<file path="src/rtl/mem_arb_pkg.sv">
// mem_arb_pkg: shared FSM state type and requester indices for the memory port arbiter
package mem_arb_pkg;

   typedef enum logic [1:0] {IDLE, ISSUE, RESP} arb_state_t;

   localparam int REQ_A = 0;
   localparam int REQ_B = 1;
   localparam int REQ_C = 2;

endpackage

</file>
<file path="src/rtl/mem_port_arbiter_rr_pick.sv">
// rr_pick: combinational round-robin chooser, first asserted request at or after the pointer
module rr_pick
   import mem_arb_pkg::*;
#(
   parameter int NUM_REQ = 3,
   parameter int IW      = 2
) (
   input  logic [NUM_REQ-1:0] req_i,
   input  logic [IW-1:0]      ptr_i,
   output logic [NUM_REQ-1:0] gnt_o,
   output logic [IW-1:0]      idx_o,
   output logic               any_o
);

   logic found;
   int   k;

   // scan requests starting at the pointer, wrapping, and keep the first hit
   always_comb begin
      gnt_o = '0;
      idx_o = '0;
      found = 1'b0;
      k     = 0;
      for (int i = 0; i < NUM_REQ; i++) begin
         k = (int'(ptr_i) + i) % NUM_REQ;
         if (!found && req_i[k]) begin
            gnt_o[k] = 1'b1;
            idx_o    = IW'(k);
            found    = 1'b1;
         end
      end
      any_o = |req_i;
   end

endmodule

</file>
<file path="src/rtl/mem_port_arbiter.sv">
// mem_port_arbiter: round-robin sharing of one memory port, one transaction in flight (optional watchdog: MEM_ARB_TIMEOUT_EN)
module mem_port_arbiter
   import mem_arb_pkg::*;
#(
   parameter int NUM_REQ         = 3,
   parameter int ADDR_WIDTH      = 16,
   parameter int BUS_WIDTH_BYTES = 32,
   parameter int TIMEOUT_CYCLES  = 1024
) (
   input  logic                                 clk,
   input  logic                                 reset_n,
   input  logic [NUM_REQ-1:0]                   req_i,
   input  logic [NUM_REQ-1:0]                   we_i,
   input  logic [NUM_REQ*ADDR_WIDTH-1:0]        addr_i,
   input  logic [NUM_REQ*BUS_WIDTH_BYTES*8-1:0] wdata_i,
   output logic [NUM_REQ-1:0]                   gnt_o,
   output logic [NUM_REQ-1:0]                   done_o,
   output logic [BUS_WIDTH_BYTES*8-1:0]         rdata_o,
   output logic                                 mem_req_o,
   output logic                                 mem_we_o,
   output logic [ADDR_WIDTH-1:0]                mem_addr_o,
   output logic [BUS_WIDTH_BYTES*8-1:0]         mem_wdata_o,
   input  logic                                 mem_ack_i,
   input  logic [BUS_WIDTH_BYTES*8-1:0]         mem_rdata_i,
   output logic                                 busy_o,
   output logic                                 error_o
);

   localparam int DW = BUS_WIDTH_BYTES * 8;
   localparam int IW = (NUM_REQ > 1) ? $clog2(NUM_REQ) : 1;

   arb_state_t          state_q, state_d;
   logic [NUM_REQ-1:0]  gnt_q, gnt_d, done_q, done_d;
   logic [IW-1:0]       owner_q, owner_d, ptr_q, ptr_d;
   logic                we_q, we_d, mem_req_q, mem_req_d, err_q, err_d;
   logic [ADDR_WIDTH-1:0] addr_q, addr_d;
   logic [DW-1:0]       wdata_q, wdata_d, rdata_q, rdata_d;
   logic [NUM_REQ-1:0]  pick_gnt;
   logic [IW-1:0]       pick_idx;
   logic                pick_any;

   rr_pick #(.NUM_REQ(NUM_REQ), .IW(IW)) u_pick (
      .req_i (req_i),
      .ptr_i (ptr_q),
      .gnt_o (pick_gnt),
      .idx_o (pick_idx),
      .any_o (pick_any)
   );

`ifdef MEM_ARB_TIMEOUT_EN
   localparam int CW = $clog2(TIMEOUT_CYCLES + 1);
   logic [CW-1:0] cnt_q, cnt_d;

   // watchdog counter, cleared whenever the FSM is outside an active memory request
   always_ff @(posedge clk) begin
      if (!reset_n) cnt_q <= '0;
      else          cnt_q <= cnt_d;
   end
`endif

   // state, latched transaction fields, pointer and registered outputs
   always_ff @(posedge clk) begin
      if (!reset_n) begin
         state_q   <= IDLE;
         gnt_q     <= '0;
         done_q    <= '0;
         owner_q   <= '0;
         ptr_q     <= '0;
         we_q      <= 1'b0;
         mem_req_q <= 1'b0;
         err_q     <= 1'b0;
         addr_q    <= '0;
         wdata_q   <= '0;
         rdata_q   <= '0;
      end else begin
         state_q   <= state_d;
         gnt_q     <= gnt_d;
         done_q    <= done_d;
         owner_q   <= owner_d;
         ptr_q     <= ptr_d;
         we_q      <= we_d;
         mem_req_q <= mem_req_d;
         err_q     <= err_d;
         addr_q    <= addr_d;
         wdata_q   <= wdata_d;
         rdata_q   <= rdata_d;
      end
   end

   // next-state: arbitrate in IDLE, wait for ack (or watchdog) in ISSUE, retire in RESP
   always_comb begin
      state_d   = state_q;
      gnt_d     = '0;
      done_d    = '0;
      owner_d   = owner_q;
      ptr_d     = ptr_q;
      we_d      = we_q;
      mem_req_d = mem_req_q;
      err_d     = err_q;
      addr_d    = addr_q;
      wdata_d   = wdata_q;
      rdata_d   = rdata_q;
`ifdef MEM_ARB_TIMEOUT_EN
      cnt_d     = '0;
`endif
      case (state_q)
         IDLE: if (pick_any) begin
            state_d = ISSUE;
            gnt_d   = pick_gnt;
            owner_d = pick_idx;
            we_d    = we_i[pick_idx];
            addr_d  = addr_i[int'(pick_idx)*ADDR_WIDTH +: ADDR_WIDTH];
            wdata_d = wdata_i[int'(pick_idx)*DW +: DW];
         end
         ISSUE: begin
            mem_req_d = 1'b1;
            if (mem_req_q && mem_ack_i) begin
               state_d          = RESP;
               mem_req_d        = 1'b0;
               done_d[owner_q]  = 1'b1;
               rdata_d          = we_q ? rdata_q : mem_rdata_i;
            end
`ifdef MEM_ARB_TIMEOUT_EN
            else if (mem_req_q) begin
               cnt_d = cnt_q + CW'(1);
               if (cnt_q == CW'(TIMEOUT_CYCLES - 1)) begin
                  state_d         = RESP;
                  mem_req_d       = 1'b0;
                  done_d[owner_q] = 1'b1;
                  rdata_d         = '0;
                  err_d           = 1'b1;
               end
            end
`endif
         end
         RESP: begin
            state_d = IDLE;
            ptr_d   = (owner_q == IW'(NUM_REQ - 1)) ? '0 : owner_q + IW'(1);
         end
         default: state_d = IDLE;
      endcase
   end

   assign gnt_o       = gnt_q;
   assign done_o      = done_q;
   assign rdata_o     = rdata_q;
   assign mem_req_o   = mem_req_q;
   assign mem_we_o    = we_q;
   assign mem_addr_o  = addr_q;
   assign mem_wdata_o = wdata_q;
   assign busy_o      = state_q != IDLE;
   assign error_o     = err_q;

endmodule
</file>
<file path="config.mk">
export PLATFORM = sky130hd
export DESIGN_NAME = mem_port_arbiter
export DESIGN_NICKNAME = d
export VERILOG_FILES = /design/src/rtl/mem_arb_pkg.sv /design/src/rtl/mem_port_arbiter_rr_pick.sv /design/src/rtl/mem_port_arbiter.sv
export SDC_FILE = /design/constraint.sdc
export NUM_CORES = 1
export LEC_CHECK = 0
export ABC_AREA = 0
export CORE_AREA = 2 2 631 633
export DETAILED_ROUTE_END_ITERATION = 6
export DIE_AREA = 0 0 633 635
export PLACE_DENSITY_LB_ADDON = 0.12
export RECOVER_POWER = 25
export SYNTH_ARGS = -nofsm -noshare
export SYNTH_HDL_FRONTEND = slang
export SYNTH_SLANG_ARGS = --single-unit
</file>
<file path="constraint.sdc">
create_clock -name clk -period 2.6 [get_ports clk]
set_input_delay 0.52 -clock clk [delete_from_list [all_inputs] [get_ports clk]]
set_output_delay 0.52 -clock clk [all_outputs]
set_load 0.05 [all_outputs]
</file>
==> results.sh, run 1 <==
export IMPL_arrival_ns=3.32
export IMPL_path_clk_slew_ns=0.06
export IMPL_core_um2=395000
export IMPL_hp_class="input pin to flop"
export IMPL_ys_seq_elements=542
export IMPL_grt_max_degree=84
export IMPL_hold_viol=0
export IMPL_clock_skew_ns=0.0457
export IMPL_root_buffer="clkbuf_16"
export IMPL_synth_cells=2420
export IMPL_io_pins=1619
export IMPL_endpoint="mem_wdata_o[152]"
export IMPL_slowest_delay_ns=0.37
export IMPL_dr_pass1_iters=7
export IMPL_fp_dieW_um=633
export IMPL_drv_slew=0
export IMPL_grt_setup_unrepaired="yes"
export IMPL_die_area_um2=402000
export IMPL_post_route_period_util_pct=100
export IMPL_routedWlPerCell_um=30.2
export IMPL_drv_cap=0
export IMPL_cts_path_max_buffers=4
export IMPL_power_net_switching_w=0.0107
export IMPL_synth_fp_nets=3505
export IMPL_worst_path_buf_inv=6
export IMPL_cts_buffers=96
export IMPL_grt_pass1_wl_mm=352
export IMPL_powerDensity_nw_per_um2=615
export IMPL_avgViaCountPerCell=2.86
export IMPL_std_cell_rows=231
export IMPL_pre_cts_slack_ns=-0.511
export IMPL_p_int_w=0.0198
export IMPL_netSwitchingFraction_pct=35.2
export IMPL_violations="negative setup slack"
export IMPL_overflow=0
export IMPL_start_util_pct=5.75
export IMPL_synth_area_per_cell_um2=9.38
export IMPL_setup_viol=1
export IMPL_synth_warnings=0
export IMPL_tightest_slew_ns=0.852
export IMPL_rr_startpoint="ptr_q[1]"
export IMPL_cp_top_family="buffers and inverters"
export IMPL_routabilityCongestion=0.925
export IMPL_track_usage_pct=13.8
export IMPL_cp_common_cell="buf_12"
export IMPL_cp_data_required_time_ns=3.31
export IMPL_status="finished, violations left"
export IMPL_worst_setup_path_start_kind="flop"
export IMPL_peakVddDrop_uv=467
export IMPL_postLayoutCoreUtil_pct=12.6
export IMPL_die_height_um=635
export IMPL_setup_worst_path_class="flop to flop"
export IMPL_period_minus_slack_ns=2.61
export IMPL_p_clk_share_pct=43.2
export IMPL_fin_hold_ws_ns=0.106
export IMPL_tritoncts="yes"
export IMPL_drt_iter0_drc=1544
export IMPL_path_depth=12
export IMPL_vias=27200
export IMPL_drc_errors=0
export IMPL_insertion_delay_ns=0.83
export IMPL_syn_area_um2=22700
export IMPL_hpwl_mm=249
export IMPL_max_clock_freq_ghz=0.383
export IMPL_cp_slowest_cell="dfxtp_2"
export IMPL_wl_mm=287
export IMPL_ant_nets=0
export IMPL_setup_slack_ns=-0.0102
export IMPL_p_comb_share_pct=26.1
export IMPL_antenna_found_initial=301
export IMPL_critPathMaxFanout=7
export IMPL_htreeDepth=3
export IMPL_crit_start="ptr_q[1]"
export IMPL_ys_seq_area_share_pct=47.8
export IMPL_synth_distinct_cells=40
export IMPL_maxSlewHeadroom_pct=43.5
export IMPL_leakage_nw=18.6
export IMPL_syn2layout_area_growth_pct=118
export IMPL_cts_sinks=542
export IMPL_numPortBuffers=1617
export IMPL_rrSetupSlack_ns=-0.01
export IMPL_rr_worst_depth=12
export IMPL_p_seq_share_pct=30.7
export IMPL_finalNetCount=5219
export IMPL_worst_r2r_endpoint="mem_wdata_o[152]"
export IMPL_grt_pass1_vias=27600
export IMPL_worst_setup_path_end_kind="flop"
export IMPL_layout_drive_gt1_share_pct=12.2
export IMPL_path_cells="inv_1 -> ha_4 -> nor4bb_1 -> o31a_1 -> o32ai_4 -> buf_12 -> buf_12 -> buf_16 -> buf_12 -> buf_12 -> mux2i_1 -> o21ai_1"
## power by group through the flow
stage / Combinational, W / Sequential [W] / Clock (W)
after global placement: 0.00823 / 0.00954 / 0
after CTS: 0.00818 / 0.00936 / 0.0140
after floorplan: 0.00154 / 0.0113 / 0
final: 0.00796 / 0.00934 / 0.0132
after detailed placement: 0.00821 / 0.00954 / 0
after global routing: 0.00834 / 0.00941 / 0.0142
## through the flow
step                      power, W  TNS (ns)  area, um^2  instances
after floorplan             0.0129         0       22700       2420
after global placement      0.0178    -62.12       46100       9258
after detailed placement    0.0178    -65.71       46100       9258
after CTS                   0.0316         0       49400       9448
after global routing        0.0319     -6.93       49400       9467
final                       0.0305   -0.0102       49600       9530
## sequential cells by signal, indices dropped and copies added (netlist names)
name / flops
mem_wdata_o: 256
owner_q: 2
mem_req_o: 1
gnt_o: 3
rdata_o: 256
done_o: 3
state_q: 2
ptr_q: 2
mem_we_o: 1
mem_addr_o: 16
## per-layer routing
| metal | track usage (%) | share of wire, % | vias up |
|---|---|---|---|
| met5 | 0 | 0.25 | - |
| li1 | - | - | 12200 |
| met2 | 24.6 | 50 | 1361 |
| met3 | 6.22 | 10 | 550 |
| met1 | 14.6 | 37 | 13000 |
| met4 | 3.49 | 3.0 | 112 |
## worst min-delay path, cell delays in order
cell,delay (ns)
clkbuf_8,0.17
o21ai_0,0.11
a21oi_1,0.05
## how the worst min path moves through the flow
| stage | startpoint | endpoint | slack, ns | depth (start not counted) |
|---|---|---|---|---|
| floorplan | owner_q[0] | done_o[2] | 0.47 | 1 |
| global placement | rdata_o[17] | rdata_o[17] | 0.44 | 2 |
| detailed placement | rdata_o[24] | rdata_o[24] | 0.45 | 2 |
| CTS | reset_n | owner_q[0] | 0.03 | 3 |
| global route | reset_n | rdata_o[61] | 0.07 | 2 |
| finish | reset_n | owner_q[0] | 0.11 | 3 |
## final cells by class
class                   instances  area [um^2]
repair buffers               1827        17900
inverters                       6         25.0
clock buffers                 138         2750
well taps                    5242         6560
flip-flops and latches        542        10900
fillers                     45400       345000
diodes                         88          220
multi-input cells            1661        11000
clock inverters                26          309
## cells by family (layout without fill, tap and decap cells)
| kind of cell | after synthesis | count (layout) | share of synthesized area, % |
|---|---|---|---|
| flip-flops | 542 | 542 | 47.8 |
| AO/OA/AOI/OAI | 828 | 828 | 24.4 |
| AND/OR/NAND/NOR | 552 | 552 | 9.51 |
| adder cells (fa/ha/maj) | 4 | 4 | 0.221 |
| multiplexers | 276 | 276 | 12.2 |
| other | 1 | 89 | 0.0165 |
| buffers and inverters | 217 | 1997 | 5.91 |
## placed cells by master, fill, tap and decap left out, types with 3 or more instances in the layout
master	n
o21a_1	4
clkinvlp_4	5
a22oi_1	275
clkbuf_2	70
a21boi_1	135
bufinv_16	4
a21oi_1	7
nor3b_1	3
nor2_1	8
buf_6	9
o21ai_0	4
dfxtp_1	540
nand2_1	516
a21boi_0	122
inv_1	5
buf_12	68
clkdlybuf4s50_1	1136
buf_8	6
diode_2	88
clkinv_2	12
mux2i_4	21
mux2i_2	35
bufbuf_16	3
clkbuf_16	96
buf_4	139
o21ai_1	271
nor2b_1	6
mux2i_1	220
nand3b_1	3
buf_16	5
dlygate4sd2_1	374
clkbuf_1	38
clkbuf_8	20
## cell usage after synthesis
master       n  share of area, %
o21ai_0      4             0.088
conb_1       1             0.017
buf_2        1             0.022
and3b_1      1             0.039
or2_1        1             0.028
o211a_1      2             0.088
nor2b_2      1             0.039
nand4_1      1             0.028
nand2_1    517               8.5
nor2b_1      6              0.17
and2_1       3             0.083
buf_6        3              0.15
o21ai_1    273               6.0
dfxtp_1    542                48
or3_1        1             0.028
nor4bb_1     1             0.044
nor3_1       1             0.022
nand3_1      2             0.044
o2111ai_1    1             0.039
a31oi_1      1             0.028
nor2b_4      1             0.061
nor3b_1      3             0.099
nor2_1       8              0.13
nand2b_1     1             0.028
o21a_1       4              0.13
mux2i_1    276                12
a22oi_1    275               9.1
ha_1         4              0.22
a21boi_1   257               8.5
buf_4        4              0.13
buf_1        2             0.033
a21oi_1      8              0.18
o32ai_4      1              0.12
inv_1        6             0.099
nand3b_1     3             0.099
clkbuf_1   171               2.8
o221ai_1     1             0.039
and3_1       1             0.028
o31a_1       1             0.039
buf_12      30               2.6
## timing repair
action,in CTS,in global routing
pin swaps,3,7
buffers inserted,21,0
endpoints found under the setup margin,601,177
gates cloned,8,0
hold buffers,0,0
resized for setup,415,84
No activity file was read; power rests on OpenSTA's default activity.
==> run 2, diff against run 1 <==
--- a/config.mk
+++ b/config.mk
@@ -6,10 +6,12 @@
 export NUM_CORES = 1
 export LEC_CHECK = 0
 export ABC_AREA = 0
+export ABC_CLOCK_PERIOD_IN_PS = 2600
 export CORE_AREA = 2 2 631 633
 export DETAILED_ROUTE_END_ITERATION = 6
 export DIE_AREA = 0 0 633 635
-export PLACE_DENSITY_LB_ADDON = 0.12
+export GPL_TIMING_DRIVEN = 1
+export PLACE_DENSITY = 0.3
 export RECOVER_POWER = 25
 export SYNTH_ARGS = -nofsm -noshare
 export SYNTH_HDL_FRONTEND = slang
==> run 2 against run 1 <==
Compared with the run above:
- the run ends with antenna violations, negative setup slack left
- non-clock buffer count decreased by 1
- core utilization is 0.059 points lower
- register-to-register slack hardly changed
- critical path type unchanged
- fmax rose by 0.20%
- die area unchanged
- critical path depth unchanged
==> results.sh, run 2 (synthesis results as in run 1) <==
export IMPL_ant_nets=2
export IMPL_finalNetCount=5211
export IMPL_path_clk_slew_ns=0.06
export IMPL_cp_common_cell="buf_12"
export IMPL_grt_pass1_wl_mm=370
export IMPL_drt_iter0_drc=2000
export IMPL_max_clock_freq_ghz=0.384
export IMPL_vias=27900
export IMPL_pre_cts_slack_ns=-0.565
export IMPL_setup_viol=1
export IMPL_tritoncts="yes"
export IMPL_drv_cap=0
export IMPL_post_route_period_util_pct=100
export IMPL_std_cell_rows=231
export IMPL_routedWlPerCell_um=32.3
export IMPL_final_cells=9520
export IMPL_setup_worst_path_class="flop to flop"
export IMPL_drv_slew=0
export IMPL_layout_drive_gt1_share_pct=12.5
export IMPL_root_buffer="clkbuf_16"
export IMPL_antenna_found_initial=362
export IMPL_core_um2=395000
export IMPL_hp_class="input pin to flop"
export IMPL_period_minus_slack_ns=2.60
export IMPL_drc_errors=0
export IMPL_maxSlewHeadroom_pct=40.6
export IMPL_start_util_pct=5.75
export IMPL_grt_pass1_vias=27300
export IMPL_arrival_ns=3.27
export IMPL_htreeDepth=3
export IMPL_powerDensity_nw_per_um2=604
export IMPL_numPortBuffers=1617
export IMPL_fin_hold_ws_ns=0.256
export IMPL_setup_slack_ns=-0.00499
export IMPL_avgViaCountPerCell=2.93
export IMPL_insertion_delay_ns=0.81
export IMPL_dr_pass1_iters=5
export IMPL_cts_buffers=89
export IMPL_wl_mm=307
export IMPL_worst_path_buf_inv=6
export IMPL_hold_viol=0
export IMPL_cp_data_required_time_ns=3.27
export IMPL_peakVddDrop_uv=440
export IMPL_hpwl_mm=272
export IMPL_cts_sinks=542
export IMPL_overflow=0
export IMPL_syn2layout_area_growth_pct=117
export IMPL_die_height_um=635
export IMPL_status="finished, violations left"
export IMPL_fp_dieW_um=633
export IMPL_cts_path_max_buffers=4
export IMPL_grt_setup_unrepaired="yes"
export IMPL_violations="antenna violations, negative setup slack"
export IMPL_cp_top_family="buffers and inverters"
export IMPL_tightest_slew_ns=0.891
export IMPL_dp_cells=9245
export IMPL_leakage_nw=18.4
export IMPL_layout_common_cells="clkdlybuf4s50_1, dfxtp_1, nand2_1"
export IMPL_path_cells="inv_4 -> ha_4 -> nor2b_4 -> o31a_1 -> o32ai_4 -> buf_6 -> buf_16 -> buf_8 -> buf_12 -> buf_12 -> mux2i_2 -> o21ai_1"
export IMPL_track_usage_pct=14.7
export IMPL_slowest_delay_ns=0.38
export IMPL_die_area_um2=402000
export IMPL_cp_slowest_cell="dfxtp_4"
export IMPL_total_power_w=0.0298
export IMPL_grt_max_degree=88
export IMPL_layout_cells_most_common="clkdlybuf4s50_1"
export IMPL_postLayoutCoreUtil_pct=12.5
export IMPL_rrSetupSlack_ns=-0.005
export IMPL_routabilityCongestion=0.962
export IMPL_worst_setup_path_start_kind="flop"
export IMPL_io_pins=1619
export IMPL_clock_skew_ns=0.0387
export IMPL_worst_setup_path_end_kind="flop"
export IMPL_critPathMaxFanout=12
run 2: changes by cell type in the layout (fill, tap and decap cells not counted), sizes merged, moves of 3 or more:
cell	before	now
buf	227	332
bufbuf	3	0
clkbuf	225	139
clkdlybuf4s50	1136	1192
dlygate4sd2	374	285
dlymetal6s2s	0	3
run 2: worst min-delay path, delay by kind of cell:
| kind | cells | cell delay, ns |
|---|---|---|
| and+or+nand+nor | 1 | 0.05 |
| buffers and inverters | 1 | 0.40 |
| AOI/OAI and AO/OA | 1 | 0.05 |
run 2: power by group:
group          total (W)  switching (W)  leakage [nW]  internal, W
logic            0.00809        0.00488          12.6      0.00321
clock network     0.0123        0.00508          1.39      0.00726
registers        0.00935       0.000454          4.43      0.00890
total             0.0298         0.0104          18.4       0.0194
run 2: what timing repair did:
action | in CTS | in global routing
gates resized for setup | 335 | 53
setup endpoints to repair | 469 | 261
gates cloned | 2 | 9
pin swaps | 1 | 5
buffers inserted | 18 | 8
hold buffers | 1 | 0
endpoints found under the hold margin | 4 | 0
run 2: worst paths after layout:
kind	startpoint	endpoint	depth (start not counted)
min reg2reg	rdata_o[150]	rdata_o[150]	2
max reg2reg	ptr_q[0]	mem_wdata_o[140]	12
max	ptr_q[0]	mem_wdata_o[140]	12
min	mem_rdata_i[214]	rdata_o[214]	3
run 2: area by class of cell:
| type | instances | area (um^2) |
|---|---|---|
| flip-flops and latches | 542 | 10900 |
| repair buffers | 1826 | 18000 |
| multi-input cells | 1661 | 10800 |
| well taps | 5242 | 6560 |
| diodes | 88 | 220 |
| inverters | 6 | 25.0 |
| clock buffers | 127 | 2540 |
| fillers | 45300 | 345000 |
| clock inverters | 28 | 312 |
run 2: per-layer routing:
layer | track usage [%] | wire length (um)
met5 | 0 | 905
met4 | 3.63 | 9380
met3 | 7.66 | 36500
met2 | 25.2 | 147000
met1 | 15.8 | 113000
run 2: metrics by stage:
step                      instance area, um^2  setup TNS, ns
final                                   49400       -0.00499
after global routing                    49200         -11.81
after CTS                               48700         -0.244
after detailed placement                45700         -70.71
after global placement                  45700         -67.03
after floorplan                         22700              0
